### config.mk
export PLATFORM = sky130hd
export DESIGN_NAME = decoder_pipe_n_flat
export DESIGN_NICKNAME = d
export VERILOG_FILES = /design/src/rtl/decoder_pipe_n_if.sv /design/src/rtl/decoder_pipe_n.sv /design/src/flat_wrapper.sv
export SDC_FILE = /design/constraint.sdc
export NUM_CORES = 1
export LEC_CHECK = 0
export BUFFER_PORTS_ARGS = -buffer_cell sky130_fd_sc_hd__clkbuf_2
export CAP_MARGIN = 0
export CELL_PAD_IN_SITES_DETAIL_PLACEMENT = 0
export CELL_PAD_IN_SITES_GLOBAL_PLACEMENT = 2
export CORE_ASPECT_RATIO = 1.1
export CORE_UTILIZATION = 31
export CTS_BUF_LIST = sky130_fd_sc_hd__clkbuf_8
export DETAILED_ROUTE_END_ITERATION = 10
export GPL_TIMING_DRIVEN = 1
export MAX_ROUTING_LAYER = met4
export PLACE_DENSITY = 0.91
export SLEW_MARGIN = 10
export SYNTH_ARGS = -nofsm -noshare
export SYNTH_HDL_FRONTEND = slang
export SYNTH_SLANG_ARGS = --single-unit
### constraint.sdc
create_clock -name clk -period 2.3 [get_ports clk]
set_clock_uncertainty 0.15 [all_clocks]
set_input_delay 0.115 -clock clk [delete_from_list [all_inputs] [get_ports clk]]
set_output_delay 0.115 -clock clk [all_outputs]
set_load 0.02 [all_outputs]
### src/rtl/decoder_pipe_n_if.sv
// Handshake bundle for decoder_pipe_n: select stream in, one-hot stream out,
// plus the acceptance enable and the error counter.
`timescale 1ns/1ps
interface decoder_pipe_n_if #(
  parameter int SEL_W   = 2,
  parameter int NUM_OUT = 4,
  parameter int CNT_W   = 8
);
  logic               en;
  logic               in_valid;
  logic               in_ready;
  logic [SEL_W-1:0]   in_sel;
  logic               out_valid;
  logic               out_ready;
  logic [NUM_OUT-1:0] out_onehot;
  logic               out_err;
  logic [CNT_W-1:0]   err_cnt;

  modport master (
    output en, in_valid, in_sel, out_ready,
    input  in_ready, out_valid, out_onehot, out_err, err_cnt
  );

  modport slave (
    input  en, in_valid, in_sel, out_ready,
    output in_ready, out_valid, out_onehot, out_err, err_cnt
  );
endinterface

### src/rtl/decoder_pipe_n.sv
// Registered binary-to-one-hot decoder with valid/ready handshake, a one-entry
// skid register behind the output register, and a saturating range-error count.
`timescale 1ns/1ps
module decoder_pipe_n #(
  parameter int SEL_W      = 2,
  parameter int NUM_OUT    = 4,
  parameter int ACTIVE_LOW = 0,
  parameter int CNT_W      = 8
) (
  input  logic             clk,
  input  logic             rst_n,
  decoder_pipe_n_if.slave  bus
);

  localparam logic [CNT_W-1:0] CNT_MAX = '1;

  logic [NUM_OUT-1:0] dec_onehot;
  logic               dec_err;
  logic               in_ready;
  logic               accept;
  logic               or_free;

  logic               ready_reg;
  logic               or_valid_reg, or_valid_next;
  logic [NUM_OUT-1:0] or_onehot_reg, or_onehot_next;
  logic               or_err_reg, or_err_next;
  logic               sk_valid_reg, sk_valid_next;
  logic [NUM_OUT-1:0] sk_onehot_reg, sk_onehot_next;
  logic               sk_err_reg, sk_err_next;
  logic [CNT_W-1:0]   err_cnt_reg, err_cnt_next;

  // Out-of-range selects match no line, so the one-hot vector is naturally all zero.
  for (genvar gi = 0; gi < NUM_OUT; gi++) begin : g_dec
    assign dec_onehot[gi] = (32'(bus.in_sel) == 32'(gi));
  end
  assign dec_err = (32'(bus.in_sel) >= 32'(NUM_OUT));

  assign in_ready = bus.en & ~sk_valid_reg & ready_reg;
  assign accept   = bus.in_valid & in_ready;
  assign or_free  = ~or_valid_reg | bus.out_ready;

  always_comb begin
    or_valid_next  = or_valid_reg;
    or_onehot_next = or_onehot_reg;
    or_err_next    = or_err_reg;
    sk_valid_next  = sk_valid_reg;
    sk_onehot_next = sk_onehot_reg;
    sk_err_next    = sk_err_reg;
    err_cnt_next   = err_cnt_reg;

    if (or_free) begin
      if (sk_valid_reg) begin
        or_valid_next  = 1'b1;
        or_onehot_next = sk_onehot_reg;
        or_err_next    = sk_err_reg;
        sk_valid_next  = 1'b0;
      end else if (accept) begin
        or_valid_next  = 1'b1;
        or_onehot_next = dec_onehot;
        or_err_next    = dec_err;
      end else begin
        // Empty output returns to the idle level rather than holding stale lines.
        or_valid_next  = 1'b0;
        or_onehot_next = '0;
        or_err_next    = 1'b0;
      end
    end else if (accept) begin
      sk_valid_next  = 1'b1;
      sk_onehot_next = dec_onehot;
      sk_err_next    = dec_err;
    end

    if (accept && dec_err && (err_cnt_reg != CNT_MAX)) begin
      err_cnt_next = err_cnt_reg + 1'b1;
    end
  end

  always_ff @(posedge clk or negedge rst_n) begin
    if (!rst_n) begin
      ready_reg     <= 1'b0;
      or_valid_reg  <= 1'b0;
      or_onehot_reg <= '0;
      or_err_reg    <= 1'b0;
      sk_valid_reg  <= 1'b0;
      sk_onehot_reg <= '0;
      sk_err_reg    <= 1'b0;
      err_cnt_reg   <= '0;
    end else begin
      ready_reg     <= 1'b1;
      or_valid_reg  <= or_valid_next;
      or_onehot_reg <= or_onehot_next;
      or_err_reg    <= or_err_next;
      sk_valid_reg  <= sk_valid_next;
      sk_onehot_reg <= sk_onehot_next;
      sk_err_reg    <= sk_err_next;
      err_cnt_reg   <= err_cnt_next;
    end
  end

  // Lines are stored active-high; polarity is applied only at the pins.
  assign bus.out_onehot = (ACTIVE_LOW != 0) ? ~or_onehot_reg : or_onehot_reg;
  assign bus.in_ready   = in_ready;
  assign bus.out_valid  = or_valid_reg;
  assign bus.out_err    = or_err_reg;
  assign bus.err_cnt    = err_cnt_reg;

endmodule

### src/flat_wrapper.sv
// flat-port wrapper written by rule: the top's interface ports become plain ports
module decoder_pipe_n_flat 
#(
  parameter int SEL_W      = 2,
  parameter int NUM_OUT    = 4,
  parameter int ACTIVE_LOW = 0,
  parameter int CNT_W      = 8
)
  (clk, rst_n, bus_en, bus_in_valid, bus_in_sel, bus_out_ready, bus_in_ready, bus_out_valid, bus_out_onehot, bus_out_err, bus_err_cnt);
  decoder_pipe_n_if #(.SEL_W(SEL_W), .NUM_OUT(NUM_OUT), .CNT_W(CNT_W)) bus_i ();
  input  logic clk;
  input  logic rst_n;
  input wire logic [$bits(bus_i.en)-1:0] bus_en;
  input wire logic [$bits(bus_i.in_valid)-1:0] bus_in_valid;
  input wire logic [$bits(bus_i.in_sel)-1:0] bus_in_sel;
  input wire logic [$bits(bus_i.out_ready)-1:0] bus_out_ready;
  output wire logic [$bits(bus_i.in_ready)-1:0] bus_in_ready;
  output wire logic [$bits(bus_i.out_valid)-1:0] bus_out_valid;
  output wire logic [$bits(bus_i.out_onehot)-1:0] bus_out_onehot;
  output wire logic [$bits(bus_i.out_err)-1:0] bus_out_err;
  output wire logic [$bits(bus_i.err_cnt)-1:0] bus_err_cnt;
  assign bus_i.en = bus_en;
  assign bus_i.in_valid = bus_in_valid;
  assign bus_i.in_sel = bus_in_sel;
  assign bus_i.out_ready = bus_out_ready;
  assign bus_in_ready = bus_i.in_ready;
  assign bus_out_valid = bus_i.out_valid;
  assign bus_out_onehot = bus_i.out_onehot;
  assign bus_out_err = bus_i.out_err;
  assign bus_err_cnt = bus_i.err_cnt;
  decoder_pipe_n #(.SEL_W(SEL_W), .NUM_OUT(NUM_OUT), .ACTIVE_LOW(ACTIVE_LOW), .CNT_W(CNT_W)) u_core (.clk(clk), .rst_n(rst_n), .bus(bus_i));
endmodule
## After elaboration in Yosys (flattened, before gate mapping)

Index checks and enable logic that the tools add are counted.

| storage, ports and cells | value |
|---|---|
| register bits | 11 |
| input bits | 7 |
| output and inout port bits | 15 |
| word-level logic and storage cells | 24 |

| operators by class | value |
|---|---|
| eq/ne operators | 3 |
| mux-type cells | 6 |
| bitwise logic cells | 7 |
| reductions and logical operators | 3 |

Operator list:

| kind | number |
|---|---|
| two-way mux 4 bit | 2 |
| == test 2 bit, second input constant | 2 |
| two-way mux 1 bit | 4 |
| AND 1 bit | 3 |
| inverter 1 bit | 3 |
| == test 2 x 1 -> 1 bit, second input constant | 1 |
| logical NOT 2 bit | 1 |
| AND reduction 2 bit | 1 |
| nonzero test 2 bit | 1 |
| bitwise OR 1 bit | 1 |

## Depth between registers and ports, before layout

Gate-level depths: netlist (run 1).

| depth | value |
|---|---|
| depth after elaboration | 6 |
| gate-level depth with buffers | 5 |
| mapped depth without buffers | 3 |

## Least setup slack after synthesis (run 1)

OpenSTA, ideal clock, no wires.

| path | value |
|---|---|
| path kind | register -> register |
| start | register u_core.or_valid_reg, in the netlist u_core.bus.out_valid |
| end | register u_core.or_onehot_reg[0], in the netlist u_core.bus.out_onehot[0] |
| setup time | 77 ps |
| arrival time | 1006 ps |
| required time | 2073 ps |
| setup slack | 1067 ps |
| cell stages (with the launch flop) | 6 |
| buffers on the path | 2 |
| clock period less this slack | 1233 ps |
| cell sequence | dfrtp_1 nand2b_1 buf_2 buf_2 nor2_1 a21oi_1 |

| on the way | value |
|---|---|
| longest elaborated chain between the ends | 2 |

Ends and longest elaborated chain:

| what | line | source |
|---|---|---|
| from (decl) | decoder_pipe_n.sv:24 | `logic or_valid_reg, or_valid_next;` |
| from (signal assigned) | decoder_pipe_n.sv:90 | `or_valid_reg <= or_valid_next;` |
| inverter 1 bit | decoder_pipe_n.sv:40 | `assign or_free = ~or_valid_reg \| bus.out_ready;` |
| bitwise OR 1 bit | decoder_pipe_n.sv:40 |  |
| to (signal assigned) | decoder_pipe_n.sv:91 | `or_onehot_reg <= or_onehot_next;` |
| to (decl) | decoder_pipe_n.sv:25 | `logic [NUM_OUT-1:0] or_onehot_reg, or_onehot_next;` |

Every way passes these cells.
A chain may end at the register's enable or synchronous reset.

## Final worst setup path (run 1)

| path | value |
|---|---|
| start | register u_core.or_valid_reg, in the netlist u_core.bus.out_valid |
| end | register u_core.sk_onehot_reg[0] |

| on the way | value |
|---|---|
| longest elaborated chain between the ends | 4 |

Ends and longest elaborated chain:

| what | line | source |
|---|---|---|
| inverter 1 bit | decoder_pipe_n.sv:40 |  |
| bitwise OR 1 bit | decoder_pipe_n.sv:40 |  |
| inverter 1 bit (no source line) | -- |  |
| AND reduction 2 bit (no source line) | -- |  |
| to (signal assigned) | decoder_pipe_n.sv:94 | `sk_onehot_reg <= sk_onehot_next;` |
| to (decl) | decoder_pipe_n.sv:28 | `logic [NUM_OUT-1:0] sk_onehot_reg, sk_onehot_next;` |

Every way passes these cells.

==> results of run 1 <==
-- cell usage after synthesis (all sizes together) (2+ instances only) --
master / n / area (sq um)
inv: 2 / 7.51
dfrtp: 11 / 275
o21ai: 4 / 20.0
o41ai: 4 / 35.0
conb: 2 / 7.51
buf: 11 / 77.6
a21oi: 4 / 20.0
nor2: 6 / 22.5
a32oi: 4 / 35.0
-- worst max-delay path: stages (launching register included) --
cell,delay [ps]
dfrtp_1,330
nand2b_1,310
o21ai_0,280
o41ai_1,100
dlygate4sd3_1,580
-- layout make-up --
type / count / area [sq um] / area share
repair buffers: 16 / 100 / 0.148
multi-input cells: 37 / 228 / 0.336
clock buffers: 3 / 41.3 / 0.0610
well taps: 17 / 21.3 / 0.0314
flip-flops and latches: 11 / 275 / 0.407
inverters: 2 / 7.51 / 0.0111
clock inverters: 1 / 3.75 / 0.00555
-- logic make-up (layout without fill, tap and decap cells) --
group	Yosys count	count (layout)	synth area share
other cells	2	10	0.0135
buf+inv	13	22	0.152
compound gates	16	16	0.197
flops	11	11	0.493
simple gates	11	11	0.143
-- power breakdown --
| group | total (mW) | switching, mW | internal [mW] |
|---|---|---|---|
| Clock | 0.188 | 0.0707 | 0.117 |
| Combinational | 0.0813 | 0.0528 | 0.0285 |
| Sequential | 0.221 | 0.00922 | 0.212 |
| Total | 0.490 | 0.133 | 0.357 |
-- stage by stage --
| stage | hold WS, ps | utilization | instance area [sq um] | instances |
|---|---|---|---|---|
| after global placement | -153 | 0.362 | 592 | 79 |
| final | 76.5 | 0.415 | 677 | 87 |
| after floorplan | -331 | - | 588 | 61 |
| after global routing | 94.7 | 0.415 | 677 | 87 |
| after detailed placement | -150 | 0.362 | 592 | 79 |
| after CTS | 73.6 | 0.415 | 677 | 87 |
-- worst min-delay path by stage --
stage	start	to	slack (ps)	depth (start not counted)
after floorplan	rst_n	u_core.bus.out_onehot[0]$_DFFE_PN0N_	-330	0
after detailed placement	rst_n	u_core.bus.out_valid$_DFFE_PN0N_	-150	1
after global routing	bus_in_valid	u_core.sk_onehot_reg[3]$_DFFE_PN0P_	90	3
final	bus_en	u_core.sk_onehot_reg[2]$_DFFE_PN0P_	80	3
after global placement	rst_n	u_core.bus.out_valid$_DFFE_PN0N_	-150	1
after CTS	bus_en	u_core.sk_onehot_reg[3]$_DFFE_PN0P_	70	3
-- repair_timing --
action	CTS	global route
endpoints found under the hold margin	14	0
hold buffers	4	0
setup endpoints to repair	0	0
-- routing by layer --
metal / track usage / vias to the layer above / share of wire
li1: - / 208 / -
met1: 0.135 / 199 / 0.48
met2: 0.172 / 16 / 0.45
met3: 0.0235 / 2 / 0.050
met4: 0.0938 / 0 / 0.018
met5: - / - / 0
==> run_results.csv, run 1 <==
group,metric,value,unit
global_routing,grt_max_degree,19,
worst_setup_path,reg2reg_from,"u_core.bus.out_valid$_DFFE_PN0N_",
worst_setup_path,r2r-end,"u_core.sk_onehot_reg[0]$_DFFE_PN0P_",
drt,drt-pass1-iter-count,4,
worst_setup_path,crit_path_end,"u_core.sk_onehot_reg[0]$_DFFE_PN0P_",
synthesis,ys_seq_area_frac,0.493,
power_and_ir_drop,max-vdd-ir-drop,0.371,mV
floorplan,start_util,0.342,
clocking,cts_setup_buffers,0,
synthesis,ys_warn_count,0,
placement,dpl_worst_slack,979,ps
finish,layout_common_cells,"clkbuf_2 (12), dfrtp_1 (11), conb_1 (10)",
timing,final-setup-viol-count,0,
power_and_ir_drop,p_leak,0.354,nW
worst_setup_path,worstPathMaxFanout,18,
worst_setup_path,arrival,1840,ps
finish,num-fill-cells,167,
worst_setup_path,worstSetupPathType,"reg2reg",
timing,fin_setup_tns,0,ps
floorplan,die_height,46.5,um
worst_hold_path,hp-class,"in2reg",
finish,nets,78,
global_routing,grt_pass1_wl,1.57,mm
clocking,clock-sinks,11,
worst_setup_path,crit_required,2260,ps
drt,viasPerCell,4.89,
synthesis,synth.ff_latch_count,11,
synthesis,synth_area_per_cell,10.5,sq um
global_routing,grt_util_all_layers,0.115,
finish,insertedDiodeCount,0,
timing,slew_headroom,0.623,
global_routing,grt_overflow,0,
floorplan,rows,15,
worst_setup_path,worstSetupStartpointType,"register",
timing,min_period_over_period,0.816,
worst_setup_path,cp-end-kind,"register",
floorplan,coreArea,0.00163,sq mm
timing,timing.final.ws_setup,424,ps
floorplan,ioPinCount,22,
power_and_ir_drop,power.total,490,uW
placement,gp_congestion,0.721,
synthesis,synthFlopType,"dfrtp_1",
clocking,htreeDepth,1,
timing,tightest_slew,566,ps
global_routing,antenna_found_initial,0,
drt,via_count,425,
placement,dpl.hpwl,725,um
global_routing,grt_pass1_vias,371,
worst_setup_path,reg2reg_depth,4,
clocking,ctsResizeCount,0,
drt,drc,0,
synthesis,synth-edff-count,0,
synthesis,syn_area,558,sq um
finish,final_common_cell,"clkbuf_2",
clocking,path_clk_slew,50,ps
clocking,ctsLongestPathBuffers,2,
timing,clock.fmax,533,MHz
drt,wirelength,967,um
synthesis,ys_async_sr_fraction,1.00,
drt,avgRoutedWirePerCell,11.1,um
finish,drive_above_1_share,0.257,
synthesis,syn_inst,53,
run_status,outcome,"completed",
floorplan,die_x,42.5,um
power_and_ir_drop,power_density,724,mW/mm^2
synthesis,synth_cell_types,15,
timing,maxSlewViolCount,0,
drt,drtIter0Drc,6,
placement,portBuffers,12,
worst_setup_path,crit_start,"u_core.bus.out_valid$_DFFE_PN0N_",
job,drv_cap,0,
finish,area_growth,21.3,%
clocking,cts_root_buf,"clkbuf_8",
timing,rsz0062_at_grt,"false",
drt,postRouteAntennaNets,0,
floorplan,dieArea,0.00197,sq mm
timing,hold_viol_final,0,
timing,fin_crit,1880,ps
worst_setup_path,r2r_slack,420,ps
clocking,clk_latency,240,ps
clocking,cts_made_buffers,3,
clocking,cts_tree,"yes",
Power figures use the tool's default switching activity.
==> inputs of run 2 (changes only) <==
CORE_UTILIZATION = 29   (was 31)
PLACE_DENSITY = 0.87   (was 0.91)
clock period = 1.9 ns   (was 2.3 ns; I/O delays follow)
==> run_results.csv, run 2 (synthesis gave the netlist of run 1 again) <==
group,metric,value,unit
run_status,outcome,"finished with violations",
run_status,violations,"design-rule violations",
worst_setup_path,reg2reg_depth,3,
worst_setup_path,arrival,1360,ps
clocking,cts_made_buffers,3,
drt,postRouteAntennaNets,0,
global_routing,met3_usage,0.0226,
worst_setup_path,cp_slowest_stage_delay,450,ps
worst_setup_path,path_depth,3,
timing,tightest_slew,563,ps
finish,fin_util,0.371,
worst_setup_path,cp_top_family,"flip-flops",
timing,clock.fmax,735,MHz
global_routing,top_usage_layer,"met2",
drt,wirelength,967,um
timing,min_period_over_period,0.716,
clocking,clk_latency,230,ps
global_routing,antenna_found_initial,0,
worst_setup_path,crit_required,1900,ps
timing,slew_headroom,0.625,
worst_setup_path,r2r-end,"u_core.bus.out_onehot[0]$_DFFE_PN0N_",
finish,design_area,668,sq um
finish,multiInputGateArea,228,sq um
clocking,path_clk_slew,50,ps
finish,nets,77,
clocking,cts_root_buf,"clkbuf_8",
timing,rsz0062_at_grt,"false",
floorplan,rows,16,
finish,ff_latch_area,275,sq um
timing,timing.final.ws_setup,540,ps
drt,viasPerCell,4.82,
power_and_ir_drop,power_density,866,mW/mm^2
timing,fin_crit,1360,ps
worst_setup_path,cp.buffers_inverters,0,
worst_setup_path,cp_slowest_cell,"dfrtp_1",
worst_setup_path,worstPathMaxFanout,8,
floorplan,die_height,48.0,um
job,drv_cap,0,
global_routing,grt_max_degree,19,
floorplan,start_util,0.310,
placement,dpl_worst_slack,561,ps
clocking,ctsLongestPathBuffers,2,
worst_setup_path,crit_chain,"and4b_4 -> a32oi_1 -> a21oi_1",
floorplan,die_x,43.8,um
power_and_ir_drop,power.total,579,uW
worst_setup_path,crit_start,"u_core.sk_valid_reg$_DFFE_PN0P_",
worst_setup_path,cp-end-kind,"register",
clocking,htreeDepth,1,
drt,drt-pass1-iter-count,7,
drt,via_count,419,
global_routing,grt_util_all_layers,0.112,
drt,drc,3,
floorplan,dieArea,0.00210,sq mm
finish,instances_no_fill,87,
finish,layout_common_cells,"clkbuf_2 (12), dfrtp_1 (11), conb_1 (10)",
global_routing,grt_pass1_vias,385,
clocking,ctsResizeCount,0,
global_routing,grtUsageMet2,0.179,
global_routing,grt_overflow,0,
timing,maxSlewViolCount,0,
finish,insertedDiodeCount,0,
worst_setup_path,r2r_slack,540,ps
worst_setup_path,worstSetupPathType,"reg2reg",
floorplan,ioPinCount,22,
drt,avgRoutedWirePerCell,11.1,um
timing,whs,64.0,ps
placement,place_inst,80,
global_routing,use_met1,0.128,
finish,final_common_cell,"clkbuf_2",
timing,final-setup-viol-count,0,
placement,place_area,593,sq um
power_and_ir_drop,p_leak,0.348,nW
worst_setup_path,crit_path_end,"u_core.bus.out_onehot[0]$_DFFE_PN0N_",
clocking,cts_tree,"yes",
finish,drive_above_1_share,0.261,
worst_setup_path,worstSetupStartpointType,"register",
floorplan,coreArea,0.00180,sq mm
placement,gp_congestion,0.727,
clocking,ctsHoldBuffers,3,
placement,dpl.hpwl,730,um
clocking,clock-sinks,11,
clocking,cts_setup_buffers,0,
worst_hold_path,hp-class,"in2reg",
timing,hold_viol_final,0,
worst_setup_path,reg2reg_from,"u_core.sk_valid_reg$_DFFE_PN0P_",
finish,num-fill-cells,188,
placement,portBuffers,12,
timing,fin_setup_tns,0,ps
drt,drtIter0Drc,19,
finish,area_growth,19.7,%
global_routing,grt_pass1_wl,1.63,mm
power_and_ir_drop,max-vdd-ir-drop,0.438,mV
-- run 2: cell types whose count changed in the layout (fill, tap and decap cells not counted), sizes merged --
cell         before  now
dlygate4sd3       4    3
-- run 2: layer usage --
layer,up-vias,part of all wire
met3,2,0.029
met4,0,0.0083
met5,-,0
met2,13,0.52
met1,199,0.44
li1,205,-
-- run 2: worst min-delay path by stage --
stage / slack, ps / endpoint / cells after the start / startpoint
floorplan: -350 / u_core.bus.out_onehot[0]$_DFFE_PN0N_ / 0 / rst_n
global placement: -170 / u_core.bus.out_valid$_DFFE_PN0N_ / 1 / rst_n
detailed placement: -160 / u_core.bus.out_valid$_DFFE_PN0N_ / 1 / rst_n
CTS: 60 / u_core.sk_onehot_reg[1]$_DFFE_PN0P_ / 3 / bus_en
global route: 90 / u_core.sk_onehot_reg[2]$_DFFE_PN0P_ / 3 / bus_in_valid
finish: 60 / u_core.sk_onehot_reg[1]$_DFFE_PN0P_ / 3 / bus_in_valid
-- run 2: area by class of cell --
cell class              count  share of cell area
flip-flops and latches     11               0.412
multi-input cells          37               0.341
repair buffers             15               0.135
clock buffers               3              0.0618
well taps                  18              0.0337
inverters                   2              0.0112
clock inverters             1             0.00562
-- run 2: tightest hold or removal path, stage by stage --
cell	delay, ps
clkbuf_2	110
nand4b_4	130
o41ai_1	70
-- run 2: report_power, final --
part / internal [mW] / leakage (nW) / switching, mW
clock: 0.141 / 0.0269 / 0.0761
combinational: 0.0309 / 0.175 / 0.0627
sequential: 0.256 / 0.146 / 0.0120
total: 0.428 / 0.348 / 0.151
==> inputs of run 3 (changes only) <==
clock period = 1.4 ns   (was 1.9 ns; I/O delays follow)
==> run_results.csv, run 3 (synthesis gave the netlist of run 1 again) <==
group,metric,value,unit
drt,drc,3,
floorplan,rows,16,
clocking,cts_root_buf,"clkbuf_8",
clocking,clk_latency,240,ps
finish,drive_above_1_share,0.292,
worst_setup_path,worstSetupStartpointType,"register",
drt,drtIter0Drc,8,
timing,fin_crit,1300,ps
finish,insertedDiodeCount,0,
worst_setup_path,cp_slowest_cell,"dfrtp_1",
clocking,cts_tree,"yes",
finish,final_common_cell,"clkbuf_2",
timing,final-setup-viol-count,0,
power_and_ir_drop,power_density,1170,mW/mm^2
drt,via_count,427,
worst_setup_path,worstPathMaxFanout,14,
finish,nets,80,
power_and_ir_drop,max-vdd-ir-drop,0.601,mV
clocking,ctsHoldBuffers,3,
clocking,ctsResizeCount,0,
timing,timing.final.ws_setup,103,ps
clocking,cts_made_buffers,3,
global_routing,grt_max_degree,15,
global_routing,grt_pass1_wl,1.64,mm
floorplan,dieArea,0.00210,sq mm
job,drv_cap,0,
global_routing,grt_util_all_layers,0.117,
floorplan,die_height,48.0,um
finish,layout_common_cells,"clkbuf_2 (12), dfrtp_1 (11), conb_1 (10)",
placement,portBuffers,12,
placement,dpl.hpwl,792,um
worst_setup_path,crit_required,1410,ps
drt,drt-pass1-iter-count,6,
worst_setup_path,cp_slowest_stage_delay,380,ps
clocking,htreeDepth,1,
power_and_ir_drop,power.total,805,uW
worst_setup_path,crit_chain,"nand2b_1 -> buf_4 -> nor2_1 -> a21oi_1",
clocking,clock-sinks,11,
placement,gp_congestion,0.728,
worst_setup_path,arrival,1310,ps
floorplan,coreArea,0.00180,sq mm
drt,wirelength,1.04,mm
global_routing,grt_overflow,0,
timing,maxSlewViolCount,0,
global_routing,antenna_found_initial,0,
worst_hold_path,hp-class,"in2reg",
floorplan,start_util,0.310,
timing,hold_viol_final,0,
clocking,ctsLongestPathBuffers,2,
power_and_ir_drop,p_leak,0.362,nW
floorplan,die_x,43.8,um
timing,rsz0062_at_grt,"false",
clocking,path_clk_slew,50,ps
finish,fin_util,0.383,
finish,area_growth,23.8,%
run_status,violations,"design-rule violations",
timing,clock.fmax,771,MHz
drt,viasPerCell,4.74,
timing,fin_setup_tns,0,ps
floorplan,ioPinCount,22,
drt,postRouteAntennaNets,0,
global_routing,grt_pass1_vias,403,
worst_setup_path,cp_top_family,"flip-flops",
clocking,cts_setup_buffers,0,
worst_setup_path,cp.buffers_inverters,1,
drt,avgRoutedWirePerCell,11.6,um
worst_setup_path,cp-end-kind,"register",
run_status,outcome,"finished with violations",
timing,min_period_over_period,0.926,
placement,dpl_worst_slack,107,ps
worst_setup_path,worstSetupPathType,"reg2reg",
==> run 3: final cells by class <==
class                      count  area, sq um
clock buffer                   3         41.3
clock inverter                 1         3.75
fill                         182         1110
inverter                       2         7.51
multi-input combinational     37          228
sequential                    11          275
tap                           18         22.5
timing repair buffer          18          113
==> run 3: metal layers <==
| metal | GRT usage | part of all wire | vias to the layer above |
|---|---|---|---|
| met5 | - | 0 | - |
| met4 | 0.119 | 0.040 | 0 |
| met3 | 0.0226 | 0.049 | 5 |
| met2 | 0.185 | 0.52 | 18 |
| met1 | 0.122 | 0.39 | 195 |
| li1 | - | - | 209 |
==> run 3: per-stage QoR <==
step | hold slack [ps] | area (sq um) | cells
finish | 31.8 | 691 | 90
CTS | 25.6 | 691 | 90
global route | 48.8 | 691 | 90
detailed placement | -190 | 616 | 83
global placement | -195 | 616 | 83
floorplan | -376 | 588 | 61
==> run 3: path summary, 6_finish.rpt <==
kind	slack, ps	to	cells past startpoint	startpoint
setup / recovery	100	u_core.bus.out_onehot[0]$_DFFE_PN0N_	4	u_core.bus.out_valid$_DFFE_PN0N_
hold / removal	30	u_core.sk_onehot_reg[0]$_DFFE_PN0P_	3	bus_en
setup reg to reg	100	u_core.bus.out_onehot[0]$_DFFE_PN0N_	4	u_core.bus.out_valid$_DFFE_PN0N_
hold reg to reg	360	u_core.sk_onehot_reg[0]$_DFFE_PN0P_	2	u_core.sk_onehot_reg[0]$_DFFE_PN0P_
max in group asynchronous	800	u_core.sk_onehot_reg[2]$_DFFE_PN0P_	2	rst_n
min in group asynchronous	80	u_core.bus.out_valid$_DFFE_PN0N_	2	rst_n
==> run 3: worst min-delay path: cells and delay by family <==
family	cells	cell delay [ps]
buffers and inverters	1	110
and+or+nand+nor	1	130
AOI/OAI and AO/OA	1	70
==> run 3: power by group <==
part / switching (mW) / internal [mW]
registers: 0.0160 / 0.348
clock network: 0.115 / 0.192
logic: 0.0872 / 0.0464
